==> src/rtl/alu_writeback.sv <==
// ---------------------------------------------------------------------------
// alu_writeback
//   Writeback stage that sits directly behind the ALU. It records the
//   destination tag of each op issued to the ALU. It pairs each tag, in order,
//   with the ALU's registered result. It buffers the pairs and hands them to
//   the register file over a valid/ready handshake. The ALU cannot stall, so
//   issue_ready throttles the issue stage.
//
// Ports
//   clk, rst           clock (rising edge), asynchronous active-high reset
//   issue_en/rd/we     op issued to the ALU this cycle and its destination tag
//   issue_ready        stage can take another issue (credit available)
//   alu_valid/data     registered ALU result
//   wb_valid/ready     handshake toward the register file
//   wb_rd/we/data      head entry; all zero while wb_valid is low
//   protocol_err       sticky flag: ALU result arrived with no pending tag
// ---------------------------------------------------------------------------
module alu_writeback #(
  parameter int WIDTH = 32,
  parameter int DEPTH = 4,
  parameter int RAW   = 5
) (
  input  logic             clk,
  input  logic             rst,
  input  logic             issue_en,
  input  logic [RAW-1:0]   issue_rd,
  input  logic             issue_we,
  output logic             issue_ready,
  input  logic             alu_valid,
  input  logic [WIDTH-1:0] alu_data,
  output logic             wb_valid,
  input  logic             wb_ready,
  output logic [RAW-1:0]   wb_rd,
  output logic             wb_we,
  output logic [WIDTH-1:0] wb_data,
  output logic             protocol_err
);

  localparam int PW = (DEPTH > 1) ? $clog2(DEPTH) : 1;
  localparam int CW = $clog2(DEPTH + 1);

  // Control state (reset)
  logic [CW-1:0] cnt_q, cnt_d;
  logic [CW-1:0] tcnt_q, tcnt_d;
  logic [CW-1:0] rcnt_q, rcnt_d;
  logic [PW-1:0] twp_q, twp_d, trp_q, trp_d;
  logic [PW-1:0] rwp_q, rwp_d, rrp_q, rrp_d;
  logic          perr_q, perr_d;

  // Storage (no reset; occupancy counters decide what is valid)
  logic [RAW-1:0]   tag_rd_q   [DEPTH];
  logic             tag_we_q   [DEPTH];
  logic [RAW-1:0]   res_rd_q   [DEPTH];
  logic             res_we_q   [DEPTH];
  logic [WIDTH-1:0] res_data_q [DEPTH];

  logic issue_fire;
  logic pair;
  logic retire;

  // Credit is decoded from registered cnt only, so a retire in this cycle
  // does not free a slot until the next cycle.
  assign issue_ready = (cnt_q < CW'(DEPTH));
  assign issue_fire  = issue_en & issue_ready;
  // A tag pushed this cycle is not yet visible, so pairing uses tcnt_q.
  assign pair        = alu_valid & (tcnt_q != '0);
  assign wb_valid    = (rcnt_q != '0);
  assign retire      = wb_valid & wb_ready;

  always_comb begin
    cnt_d  = cnt_q;
    tcnt_d = tcnt_q;
    rcnt_d = rcnt_q;
    twp_d  = twp_q;
    trp_d  = trp_q;
    rwp_d  = rwp_q;
    rrp_d  = rrp_q;
    perr_d = perr_q;

    case ({issue_fire, retire})
      2'b10:   cnt_d = cnt_q + CW'(1);
      2'b01:   cnt_d = cnt_q - CW'(1);
      default: cnt_d = cnt_q;
    endcase

    case ({issue_fire, pair})
      2'b10:   tcnt_d = tcnt_q + CW'(1);
      2'b01:   tcnt_d = tcnt_q - CW'(1);
      default: tcnt_d = tcnt_q;
    endcase

    case ({pair, retire})
      2'b10:   rcnt_d = rcnt_q + CW'(1);
      2'b01:   rcnt_d = rcnt_q - CW'(1);
      default: rcnt_d = rcnt_q;
    endcase

    // Pointers wrap naturally: DEPTH is a power of two.
    if (issue_fire) twp_d = twp_q + PW'(1);
    if (pair) begin
      trp_d = trp_q + PW'(1);
      rwp_d = rwp_q + PW'(1);
    end
    if (retire) rrp_d = rrp_q + PW'(1);

    // Orphan result: dropped and flagged until reset.
    if (alu_valid && (tcnt_q == '0)) perr_d = 1'b1;
  end

  always_ff @(posedge clk or posedge rst) begin
    if (rst) begin
      cnt_q  <= '0;
      tcnt_q <= '0;
      rcnt_q <= '0;
      twp_q  <= '0;
      trp_q  <= '0;
      rwp_q  <= '0;
      rrp_q  <= '0;
      perr_q <= 1'b0;
    end else begin
      cnt_q  <= cnt_d;
      tcnt_q <= tcnt_d;
      rcnt_q <= rcnt_d;
      twp_q  <= twp_d;
      trp_q  <= trp_d;
      rwp_q  <= rwp_d;
      rrp_q  <= rrp_d;
      perr_q <= perr_d;
    end
  end

  always_ff @(posedge clk) begin
    if (issue_fire) begin
      tag_rd_q[twp_q] <= issue_rd;
      tag_we_q[twp_q] <= issue_we;
    end
    if (pair) begin
      res_rd_q[rwp_q]   <= tag_rd_q[trp_q];
      res_we_q[rwp_q]   <= tag_we_q[trp_q];
      res_data_q[rwp_q] <= alu_data;
    end
  end

  // The head entry is shown first-word-fall-through and forced to zero when
  // the FIFO is empty. Writes to x0 are still handshaken, but with we dropped.
  assign wb_rd        = wb_valid ? res_rd_q[rrp_q]   : '0;
  assign wb_data      = wb_valid ? res_data_q[rrp_q] : '0;
  assign wb_we        = wb_valid & res_we_q[rrp_q] & (res_rd_q[rrp_q] != '0);
  assign protocol_err = perr_q;

endmodule

==> config.mk <==
export PLATFORM = sky130hd
export DESIGN_NAME = alu_writeback
export DESIGN_NICKNAME = d
export VERILOG_FILES = /design/src/rtl/alu_writeback.sv
export SDC_FILE = /design/constraint.sdc
export NUM_CORES = 1
export LEC_CHECK = 0
export BUFFER_PORTS_ARGS = -buffer_cell sky130_fd_sc_hd__buf_2
export CAP_MARGIN = 15
export CORE_ASPECT_RATIO = 1.4
export CORE_MARGIN = 1.5
export CORE_UTILIZATION = 30
export DETAILED_ROUTE_END_ITERATION = 10
export PLACE_DENSITY_LB_ADDON = 0.1
export RECOVER_POWER = 25
export SLEW_MARGIN = 25
export SYNTH_ARGS = -nofsm -noshare
export SYNTH_HDL_FRONTEND = slang
export SYNTH_SLANG_ARGS = --single-unit
==> constraint.sdc <==
create_clock -name clk -period 4.46 [get_ports clk]
set_input_delay 0.223 -clock clk [delete_from_list [all_inputs] [get_ports clk]]
set_output_delay 0.223 -clock clk [all_outputs]
set_load 0.005 [all_outputs]
==> flow_metrics.env <==
export IMPL_net_switching_component_of_the_power_mw=1.77
export IMPL_critPathBufInv=2
export IMPL_critical_path_startpoint="rrp_q[0]"
export IMPL_slew_headroom_pct=43.4
export IMPL_setup_viol=0
export IMPL_max_stage_delay_ps=680
export IMPL_grt_first_pass_wirelength_um=22400
export IMPL_grtUsageTotal_pct=11.9
export IMPL_fin_tns_setup_ps=0
export IMPL_period_minus_slack_ps=2830
export IMPL_grt_setup_unrepaired="no"
export IMPL_worst_hold_startpoint="alu_data[31]"
export IMPL_syn_to_final_growth_pct=20.9
export IMPL_cts_inserted_buffers=17
export IMPL_simple_gate_portion_of_the_synthesized_area_pct=4.59
export IMPL_synth_fp_nets=425
export IMPL_worstReg2RegEnd="rcnt_q[1]"
export IMPL_post_detailed_route_wirelength_per_cell_um=17.7
export IMPL_worst_path_max_fanout=27
export IMPL_synthDistinctLibCells=26
export IMPL_rows=68
export IMPL_ports_placed_on_the_boundary=84
export IMPL_drive_gt1_share_pct=28.1
export IMPL_critical_path_cell_chain="buf_4, mux4_2, and2_1, buf_2"
export IMPL_cts_repair_timing_setup_buffer_count=0
export IMPL_design_die_area_sq_mm=0.0264
export IMPL_synth_edff_count=176
export IMPL_via_count_of_the_first_global_routing_pass=3933
export IMPL_cts_clk_slew_worst_paths_ps=70
export IMPL_synth_xor_xnor_area_share_pct=1.72
export IMPL_synth_top_family_by_area="multiplexers"
export IMPL_core_area_sq_mm=0.0248
export IMPL_synth_seq_cells=194
export IMPL_max_vdd_ir_drop_mv=0.318
export IMPL_min_path_type="input port to register"
export IMPL_critPathRequiredTime_ps=4240
export IMPL_r2r_start="rcnt_q[0]"
export IMPL_cts_tree="built"
export IMPL_timing_final_crit_share_pct=63.5
export IMPL_critPathCaptureType="output pin"
export IMPL_synth_top_cells_by_count="sky130_fd_sc_hd__edfxtp_1, sky130_fd_sc_hd__and2_1, sky130_fd_sc_hd__mux4_2"
export IMPL_pwr_share_comb_pct=30.5
export IMPL_routabilityCongestion=0.678
export IMPL_grt_antenna_before_repair=1
export IMPL_cellLeakagePower_nw=3.18
export IMPL_fp_dieH_um=192
export IMPL_run_status="completed"
export IMPL_max_freq_ghz=0.353
export IMPL_synth_top_cells_by_area="sky130_fd_sc_hd__edfxtp_1, sky130_fd_sc_hd__mux4_2, sky130_fd_sc_hd__dfrtp_1"
export IMPL_cts_root_buf="sky130_fd_sc_hd__clkbuf_16"
export IMPL_share_of_synthesized_area_spent_on_multiplexers_pct=13.4
export IMPL_synth_async_reset_ratio_pct=9.28
export IMPL_grt_remaining_overflow=0
export IMPL_drv_max_cap_violation_count=0
export IMPL_dpl_hpwl_um=8810
export IMPL_netlist_instances=368
export IMPL_worst_hold_endpoint="res_data_q[0][31]"
export IMPL_grt_start_max_net_pins=42
export IMPL_vias_per_cell=4.43
export IMPL_dr_total_vias=3641
export IMPL_yosysTopAreaCellShare_pct=69.2
export IMPL_worst_max_slew_pin_slew_ps=849
export IMPL_clock_power_share_pct=23.3
export IMPL_worstSetupPathType="register to output pin"
export IMPL_yosys_cell_count_top_type="sky130_fd_sc_hd__edfxtp_1"
export IMPL_port_buffer_count=83
export IMPL_synth_compound_gate_area_share_pct=0.410
export IMPL_post_layout_worst_setup_margin_ps=1630
export IMPL_power_frac_seq_pct=46.3
export IMPL_post_cts_resized=0
export IMPL_timing_critical_path_from_type="register"
export IMPL_initial_utilization_pct=30.7
export IMPL_fin_util_pct=37.1
export IMPL_avgSynthCellArea_sq_um=20.7
export IMPL_clock_skew_final_ps=10.4
export IMPL_holdPathStages=1
export IMPL_synth_adder_area_share_pct=2.59
export IMPL_sequential_cell_area_sq_mm=0.00574
export IMPL_final_hold_viol_count=0
export IMPL_synth_area_leader_cell="sky130_fd_sc_hd__edfxtp_1"
export IMPL_critical_path_arrival_ps=2610
export IMPL_syn_warnings=0
export IMPL_post_route_total_power_mw=5.90
export IMPL_number_of_pins_with_negative_max_slew_slack_in_the_final_report=0
export IMPL_switching_fraction_of_total_power_pct=30.0
export IMPL_drt_total_wl_um=14600
export IMPL_crit_family="buffers and inverters"
export IMPL_syn_area_sq_mm=0.00763
export IMPL_multi_input_area_sq_mm=0.00174
export IMPL_cts_sinks=194
export IMPL_timing_reg2reg_setup_slack_ps=1890
export IMPL_clk_insertion_delay_late_ps=430
export IMPL_yosysSeqAreaShare_pct=75.1
export IMPL_die_w_um=138
export IMPL_drt_antenna_violating_nets=0
export IMPL_drt_pass1_iterations=4
export IMPL_placement_setup_worst_slack_ps=1820
export IMPL_rr_worst_depth=6
export IMPL_h_tree_depth=4
export IMPL_num_nets_final=549
export IMPL_critPathSlowestCell="sky130_fd_sc_hd__dfrtp_2"
export IMPL_drc=0
export IMPL_internal_power_mw=4.13
export IMPL_cts_path_max_buffers=2
export IMPL_power_density_mw_per_mm2=639
export IMPL_dominantRegCellSynth="sky130_fd_sc_hd__edfxtp_1"
export IMPL_fillerInstances=2360
export IMPL_drt_initial_drc_count=127
==> final cells by class <==
class	count	share of cell area, %
Timing Repair Buffer	122	8.22
Inverter	17	0.692
Multi-Input combinational cell	140	18.8
Antenna cell	1	0.0271
Clock inverter	12	0.908
Clock buffer	20	4.84
Tap cell	315	4.27
Sequential cell	194	62.2
==> worst reg2reg max path: stages, from the launching register on <==
cell	delay [ps]
sky130_fd_sc_hd__dfrtp_1	400
sky130_fd_sc_hd__or3_2	870
sky130_fd_sc_hd__and2_1	370
sky130_fd_sc_hd__ha_1	220
sky130_fd_sc_hd__inv_1	70
sky130_fd_sc_hd__fa_1	400
sky130_fd_sc_hd__mux2i_1	150
==> cells in the final DEF (no fill, tap or decap), types with 5 or more instances in the layout <==
cell | Yosys | final
sky130_fd_sc_hd__buf_4 | 3 | 5
sky130_fd_sc_hd__dfrtp_1 | 18 | 16
sky130_fd_sc_hd__edfxtp_1 | 176 | 176
sky130_fd_sc_hd__mux4_2 | 44 | 44
sky130_fd_sc_hd__inv_1 | 17 | 17
sky130_fd_sc_hd__xnor2_1 | 8 | 8
sky130_fd_sc_hd__xor2_1 | 7 | 7
sky130_fd_sc_hd__ha_1 | 11 | 11
sky130_fd_sc_hd__buf_2 | 3 | 55
sky130_fd_sc_hd__dlygate4sd3_1 | 0 | 34
sky130_fd_sc_hd__clkbuf_1 | 9 | 30
sky130_fd_sc_hd__clkbuf_16 | 0 | 17
sky130_fd_sc_hd__and2_1 | 46 | 42
==> logic make-up after synthesis <==
logic type | after synthesis
fa+ha+maj | 14
simple gates | 59
flops | 194
mux | 47
compound gates | 5
xor+xnor | 15
buf+inv | 34
==> timing repair <==
item / CTS / global route
hold buffers: 34 / 0
endpoints found under the hold margin: 144 / 0
setup endpoints to repair: 0 / 0
==> power by group through the flow <==
stage / combinational [mW] / sequential [mW] / clock, mW
2_1_floorplan: 1.35 / 2.59 / 0
3_3_place_gp: 1.83 / 2.76 / 0
3_5_place_dp: 1.85 / 2.79 / 0
4_1_cts: 1.88 / 2.75 / 1.43
5_1_grt: 2.02 / 2.79 / 1.49
6_report: 1.80 / 2.73 / 1.37
==> how the worst max path moves through the flow <==
stage                             endpoint  slack [ps]  depth (start not counted)
after detailed placement         rcnt_q[1]        1820                          6
after floorplan           res_data_q[0][0]        2270                          3
after CTS                      wb_data[21]        1480                          4
after global routing           wb_data[21]        1390                          4
final                           wb_data[3]        1630                          4
after global placement            cnt_q[2]        1870                          8
==> through the flow <==
| step | hold WS, ps | area (sq um) | cells |
|---|---|---|---|
| after floorplan | 162 | 7630 | 368 |
| after global placement | 361 | 8390 | 754 |
| after detailed placement | 381 | 8390 | 754 |
| after CTS | 4.14 | 9260 | 820 |
| after global routing | 80.8 | 9230 | 821 |
| final | 96.6 | 9230 | 821 |
==> routing by layer <==
metal	global-route usage, %	wire length, um	vias up
li1	-	-	1673
met1	14.6	6240	1894
met5	0	0	-
met4	3.97	170	0
met3	3.85	688	9
met2	19.6	7460	65
==> registers in the layout, summed over array words and instances, names as in the netlist <==
name and count:
res_we_q 4, rwp_q 2, trp_q 2, tcnt_q 3, rrp_q 2, protocol_err 1
twp_q 2, cnt_q 3, res_data_q 128, res_rd_q 20, tag_we_q 4, tag_rd_q 20
rcnt_q 3
Note: power is estimated with default switching activity, not from simulation.
